File: src/rtl/lcb_rx_framer_pkg.sv
// Shared types and constants for the LCB receive framer.
// Build option: LCB_RX_ERRCNT_EN enables the error counter.
package lcb_rx_pkg;

  typedef enum logic [1:0] {
    IDLE,
    RECV,
    CHECK
  } state_t;

  localparam logic [1:0] ERR_NONE    = 2'b00;
  localparam logic [1:0] ERR_TIMEOUT = 2'b01;
  localparam logic [1:0] ERR_CSUM    = 2'b10;

  localparam logic [7:0] SYNC_DEF = 8'hAA;

  function automatic logic [7:0] csum_add(
    input logic [7:0] a,
    input logic [7:0] b
  );
    return a + b;
  endfunction

endpackage

File: src/rtl/lcb_rx_framer_if.sv
// Byte-in / RAM-write-out bundle of the LCB receive framer.
// Build option: LCB_RX_ERRCNT_EN adds iErrClr/oErrCnt.
interface lcb_rx_framer_if #(
  parameter int ADDR_W = 5
);

  logic              iValid;
  logic [7:0]        iData;
  logic [7:0]        oData;
  logic [ADDR_W-1:0] oWrAdr;
  logic              oWE;
  logic              oDone;
  logic              oErr;
  logic [1:0]        oErrCode;
`ifdef LCB_RX_ERRCNT_EN
  logic              iErrClr;
  logic [7:0]        oErrCnt;

  modport master (
    output iValid, iData, iErrClr,
    input  oData, oWrAdr, oWE,
    input  oDone, oErr, oErrCode, oErrCnt
  );

  modport slave (
    input  iValid, iData, iErrClr,
    output oData, oWrAdr, oWE,
    output oDone, oErr, oErrCode, oErrCnt
  );
`else
  modport master (
    output iValid, iData,
    input  oData, oWrAdr, oWE,
    input  oDone, oErr, oErrCode
  );

  modport slave (
    input  iValid, iData,
    output oData, oWrAdr, oWE,
    output oDone, oErr, oErrCode
  );
`endif

endinterface

File: src/rtl/lcb_rx_framer_gap_timer.sv
// Inter-byte gap counter with clear, load and expiry flag.
// Shared by the RX and TX framers.
module lcb_gap_timer #(
  parameter int GAP_TIMEOUT = 700,
  parameter int CW = $clog2(GAP_TIMEOUT + 1)
) (
  input  logic          clk,
  input  logic          rst,
  input  logic          clr,
  input  logic          load,
  input  logic [CW-1:0] load_val,
  input  logic          en,
  output logic          expired
);

  logic [CW-1:0] cnt;

  // Flags the cycle in which the count would reach the limit.
  assign expired = en && (cnt == CW'(GAP_TIMEOUT - 1));

  // Count idle cycles; clear dominates load, load dominates count.
  always_ff @(posedge clk or negedge rst) begin
    if (!rst) begin
      cnt <= '0;
    end else if (clr) begin
      cnt <= '0;
    end else if (load) begin
      cnt <= load_val;
    end else if (en && !expired) begin
      cnt <= cnt + 1'b1;
    end
  end

endmodule

File: src/rtl/lcb_rx_framer.sv
// LCB response framer: sync hunt, RAM write, gap timeout, checksum.
// Build option: LCB_RX_ERRCNT_EN adds a saturating error counter.
module lcb_rx_framer
  import lcb_rx_pkg::*;
#(
  parameter int         FRAME_LEN   = 24,
  parameter int         ADDR_W      = 5,
  parameter logic [7:0] SYNC        = SYNC_DEF,
  parameter int         GAP_TIMEOUT = 700
) (
  input  logic           clk,
  input  logic           rst,
  lcb_rx_framer_if.slave bus
);

  localparam logic [ADDR_W-1:0] LAST = ADDR_W'(FRAME_LEN - 1);
  localparam int CW = $clog2(GAP_TIMEOUT + 1);

  state_t            state;
  logic [ADDR_W-1:0] idx;
  logic [7:0]        sum;
  logic [7:0]        csum;
  logic              gap_clr;
  logic              expired;

  // Gap count runs only while a frame is open and the line is quiet.
  assign gap_clr = (state != RECV) || bus.iValid;

  lcb_gap_timer #(
    .GAP_TIMEOUT (GAP_TIMEOUT)
  ) u_gap (
    .clk      (clk),
    .rst      (rst),
    .clr      (gap_clr),
    .load     (1'b0),
    .load_val ({CW{1'b0}}),
    .en       (1'b1),
    .expired  (expired)
  );

  // Frame FSM with registered RAM-write and status outputs.
  always_ff @(posedge clk or negedge rst) begin
    if (!rst) begin
      state        <= IDLE;
      idx          <= '0;
      sum          <= '0;
      csum         <= '0;
      bus.oData    <= '0;
      bus.oWrAdr   <= '0;
      bus.oWE      <= 1'b0;
      bus.oDone    <= 1'b0;
      bus.oErr     <= 1'b0;
      bus.oErrCode <= ERR_NONE;
    end else begin
      bus.oWE   <= 1'b0;
      bus.oDone <= 1'b0;
      bus.oErr  <= 1'b0;
      unique case (state)
        RECV: begin
          if (bus.iValid) begin
            bus.oWE    <= 1'b1;
            bus.oWrAdr <= idx;
            bus.oData  <= bus.iData;
            if (idx == LAST) begin
              csum  <= bus.iData;
              idx   <= '0;
              state <= CHECK;
            end else begin
              sum <= csum_add(sum, bus.iData);
              idx <= idx + 1'b1;
            end
          end else if (expired) begin
            bus.oErr     <= 1'b1;
            bus.oErrCode <= ERR_TIMEOUT;
            idx          <= '0;
            state        <= IDLE;
          end
        end
        default: begin
          if (state == CHECK) begin
            if (sum == csum) begin
              bus.oDone <= 1'b1;
            end else begin
              bus.oErr     <= 1'b1;
              bus.oErrCode <= ERR_CSUM;
            end
            state <= IDLE;
          end
          if (bus.iValid && bus.iData == SYNC) begin
            bus.oWE    <= 1'b1;
            bus.oWrAdr <= '0;
            bus.oData  <= bus.iData;
            sum        <= SYNC;
            idx        <= ADDR_W'(1);
            state      <= RECV;
          end
        end
      endcase
    end
  end

`ifdef LCB_RX_ERRCNT_EN
  logic [7:0] err_cnt;

  assign bus.oErrCnt = err_cnt;

  // Saturating count of error pulses; clear wins over a pulse.
  always_ff @(posedge clk or negedge rst) begin
    if (!rst) begin
      err_cnt <= '0;
    end else if (bus.iErrClr) begin
      err_cnt <= '0;
    end else if (bus.oErr && err_cnt != 8'hFF) begin
      err_cnt <= err_cnt + 1'b1;
    end
  end
`endif

endmodule

File: src/flat_wrapper.sv
// flat-port wrapper written by rule: the top's interface ports become plain ports
module lcb_rx_framer_flat import lcb_rx_pkg::*;
#(
  parameter int         FRAME_LEN   = 24,
  parameter int         ADDR_W      = 5,
  parameter logic [7:0] SYNC        = SYNC_DEF,
  parameter int         GAP_TIMEOUT = 700
)
  (clk, rst, bus_iValid, bus_iData, bus_oData, bus_oWrAdr, bus_oWE, bus_oDone, bus_oErr, bus_oErrCode);
  lcb_rx_framer_if #(.ADDR_W(ADDR_W)) bus_i ();
  input  logic clk;
  input  logic rst;
  input wire logic [$bits(bus_i.iValid)-1:0] bus_iValid;
  input wire logic [$bits(bus_i.iData)-1:0] bus_iData;
  output wire logic [$bits(bus_i.oData)-1:0] bus_oData;
  output wire logic [$bits(bus_i.oWrAdr)-1:0] bus_oWrAdr;
  output wire logic [$bits(bus_i.oWE)-1:0] bus_oWE;
  output wire logic [$bits(bus_i.oDone)-1:0] bus_oDone;
  output wire logic [$bits(bus_i.oErr)-1:0] bus_oErr;
  output wire logic [$bits(bus_i.oErrCode)-1:0] bus_oErrCode;
  assign bus_i.iValid = bus_iValid;
  assign bus_i.iData = bus_iData;
  assign bus_oData = bus_i.oData;
  assign bus_oWrAdr = bus_i.oWrAdr;
  assign bus_oWE = bus_i.oWE;
  assign bus_oDone = bus_i.oDone;
  assign bus_oErr = bus_i.oErr;
  assign bus_oErrCode = bus_i.oErrCode;
  lcb_rx_framer #(.FRAME_LEN(FRAME_LEN), .ADDR_W(ADDR_W), .SYNC(SYNC), .GAP_TIMEOUT(GAP_TIMEOUT)) u_core (.clk(clk), .rst(rst), .bus(bus_i));
endmodule
File: config.mk
export PLATFORM = sky130hd
export DESIGN_NAME = lcb_rx_framer_flat
export DESIGN_NICKNAME = d
export VERILOG_FILES = /design/src/rtl/lcb_rx_framer_pkg.sv /design/src/rtl/lcb_rx_framer_if.sv /design/src/rtl/lcb_rx_framer_gap_timer.sv /design/src/rtl/lcb_rx_framer.sv /design/src/flat_wrapper.sv
export SDC_FILE = /design/constraint.sdc
export NUM_CORES = 1
export LEC_CHECK = 0
export BUFFER_PORTS_ARGS = -buffer_cell sky130_fd_sc_hd__buf_2
export CAP_MARGIN = 15
export CELL_PAD_IN_SITES_DETAIL_PLACEMENT = 0
export CELL_PAD_IN_SITES_GLOBAL_PLACEMENT = 1
export CORE_UTILIZATION = 41
export CTS_CLUSTER_SIZE = 24
export DETAILED_ROUTE_END_ITERATION = 12
export PLACE_DENSITY = 0.81
export SLEW_MARGIN = 20
export SYNTH_ARGS = -nofsm -noshare
export SYNTH_HDL_FRONTEND = slang
export SYNTH_SLANG_ARGS = --single-unit
File: constraint.sdc
create_clock -name clk -period 1.68 [get_ports clk]
set_input_delay 0 -clock clk [delete_from_list [all_inputs] [get_ports clk]]
set_output_delay 0 -clock clk [all_outputs]
set_load 0.01 [all_outputs]
==> results_dict.tcl <==
set metrics [dict create \
    nets 336 \
    synth_top_area_cell "dfrtp_1" \
    ys_dominant_reg_cell "dfrtp_1" \
    die_area_um2 6492 \
    grt_start_max_net_pins 29 \
    drv_cap 0 \
    crit_path_start_kind "flip-flop" \
    final_common_cell "dfrtp_1" \
    grt_pass1_wl_um 9666 \
    synth.top_cell.area_share_pct 50.42 \
    finalSetupViolCount 1 \
    routed_wirelength_um 5833 \
    ys_seq_elements 51 \
    die_h_um 80.57 \
    vias_per_cell 5.118 \
    stdcell_count 391 \
    fmax_ghz 0.5908 \
    remaining_drc_errors 0 \
    crit_family "compound AO/OA/AOI/OAI gates" \
    yosys_warnings 0 \
    finalClockSkew_ns 0.009852 \
    fillers 540 \
    start_util_pct 42.75 \
    p_leak_nw 1.641 \
    crit_buf_inv 0 \
    crit_fanout 4 \
    multi_input_area_um2 1251 \
    clkTransAtPathRegs_ns 0.09 \
    worstSetupPathType "reg -> reg" \
    ant_nets 0 \
    syn-instance-count 242 \
    min_period_over_period_pct 100.8 \
    netlist-cell-type-count 48 \
    final_max_slew_viol_count 0 \
    drt_iter0_drc 138 \
    post-route-min-period_ns 1.693 \
    syn_to_final_growth_pct 28.23 \
    ioPinCount 29 \
    final_cell_mix "51 x dfrtp_1, 37 x nand2_1, 34 x buf_4, 28 x buf_2, 16 x nor2_1" \
    status "finished with violations" \
    cts_tree "done" \
    synth-edff-count 0 \
    slowest_stage "dfrtp_1" \
    p_per_area_nw_per_um2 1179 \
    yosysSeqAreaShare_pct 50.42 \
    coreArea_um2 5921 \
    seq_area_um2 1276 \
    antenna_found_initial 0 \
    synth_nets 263 \
    antenna_cells 0 \
    gp_congestion 0.8471 \
    synth.top_cells.by_area "dfrtp_1 50%, nand2_1 5.5%, xor2_1 5.2%" \
    vias 2001 \
    crit_required_ns 1.87 \
    wl_per_cell_um 14.92 \
    slew_headroom_pct 62.04 \
    htreeDepth 2 \
    critPathArrivalTime_ns 1.89 \
    grt_setup_unrepaired "true" \
    io_buffers 28 \
    grt_most_used_layer "met2" \
    fin_total_pwr_mw 3.826 \
    grt_overflow 0 \
    async_flop_share_pct 100.0 \
    dp_slack_ns -0.1043 \
    grt_pass1_vias 2006 \
    std_cell_rows 28 \
    hp-class "in -> reg" \
    slowest_delay_ns 0.40 \
    end_kind "flip-flop" \
    syn_area_per_cell_um2 10.46 \
    hold_violations 0 \
    die_x_um 80.57 \
    dp_cells 371 \
    clock_sinks 51 \
    drt_pass1_iterations 4 \
    path_cells "ha_1, a21oi_1, o21ai_0, and3_1, o32ai_2, nor2b_1" \
    layout-drive-gt1-share_pct 30.06 \
    hpwl_um 4338 \
    grtUsageTotal_pct 19.99 \
    violations "setup timing" \
    synthesis.area_um2 2531 \
    root_buffer "clkbuf_8" \
    tightest_slew_ns 0.5694 \
    clk_latency_ns 0.31 \
    cts_buffers 5 \
    grt_util_met3_pct 3.523 \
    vdd_ir_drop_max_uv 649.0 \
    use_met2_pct 31.10 \
    layout_setup_ws_ns -0.01261 \
    clk_path_buf_depth 2 \
    met1_usage_pct 27.07 \
    fin_util_pct 54.82 \
]
## Yosys cell counts, types with 2 or more instances
master / number
a21oi_1: 10
and3_1: 6
dfrtp_1: 51
nor2b_1: 3
nand2b_1: 3
o21a_1: 4
nor2_1: 16
a31oi_1: 2
inv_1: 8
buf_2: 3
xor2_1: 15
nand3b_1: 3
nor3b_1: 3
a22o_1: 6
or2_2: 2
ha_1: 9
nand3_1: 7
o21ai_0: 13
nor4_1: 2
nand2_1: 37
xnor2_1: 5
mux2_2: 8
## layer usage
layer,vias to the layer above,share of wire (%)
li1,996,-
met1,952,46
met2,43,48
met3,10,4.1
met4,0,1.9
met5,-,0
## worst paths after layout
check | startpoint | end | slack, ns | depth (start not counted)
worst min register to register | u_core.bus.oData[6]$_DFFE_PN0P_ | u_core.bus.oData[6]$_DFFE_PN0P_ | 0.47 | 2
max in group asynchronous | rst | u_core.bus.oData[4]$_DFFE_PN0P_ | 0.92 | 3
worst max-delay path | u_core.sum[6]$_DFFE_PN0P_ | u_core.sum[7]$_DFFE_PN0P_ | -0.01 | 6
worst max register to register | u_core.sum[6]$_DFFE_PN0P_ | u_core.sum[7]$_DFFE_PN0P_ | -0.01 | 6
worst min-delay path | bus_iData[4] | u_core.csum[4]$_DFFE_PN0P_ | 0.001 | 2
min in group asynchronous | rst | u_core.u_gap.cnt[9]$_DFFE_PN0P_ | 0.21 | 2
## final cells by class
| cell class | instances | share of cell area (%) |
|---|---|---|
| inverters | 8 | 0.9252 |
| multi-input cells | 178 | 38.55 |
| clock buffers | 6 | 2.544 |
| well taps | 75 | 2.891 |
| flip-flops and latches | 51 | 39.32 |
| clock inverters | 2 | 0.5012 |
| repair buffers | 71 | 15.27 |
## sequential cells by signal (all words and copies together), names as in the netlist
name                 flops
u_core.idx               5
u_core.csum              8
u_core.bus.oErrCode      2
u_core.sum               8
u_core.u_gap.cnt        10
u_core.bus.oErr          1
u_core.bus.oDone         1
u_core.bus.oWrAdr        5
u_core.bus.oData         8
u_core.state             2
u_core.bus.oWE           1
## kinds of logic after synthesis
kind of cell	after synthesis	synth area share [%]
buffers and inverters	13	2.372
adder cells (fa/ha/maj)	10	5.240
XOR/XNOR	20	6.920
multiplexers	8	3.559
AO/OA/AOI/OAI	45	11.62
flip-flops	51	50.42
AND/OR/NAND/NOR	95	19.87
## where the power goes
part / total [mW] / internal, mW / switching [mW]
Sequential: 1.60 / 1.45 / 0.154
Combinational: 1.46 / 0.736 / 0.729
Clock: 0.760 / 0.337 / 0.424
## stage by stage
stage	TNS [ns]	hold WS (ns)	area, um^2
CTS	-0.009858	0.001925	3204
finish	-0.01261	0.001411	3246
floorplan	0	-0.2956	2536
global placement	-0.02673	0.02178	2985
detailed placement	-0.1780	0.02617	2985
global route	-0.3369	0.003930	3246
## what timing repair did
action | CTS | global route
hold endpoints to repair | 34 | 0
hold buffers | 8 | 0
setup endpoints to repair | 2 | 12
buffers inserted | 2 | 2
pin swaps | 6 | 4
gates resized for setup | 5 | 7
No activity file was read; power rests on OpenSTA's default activity.
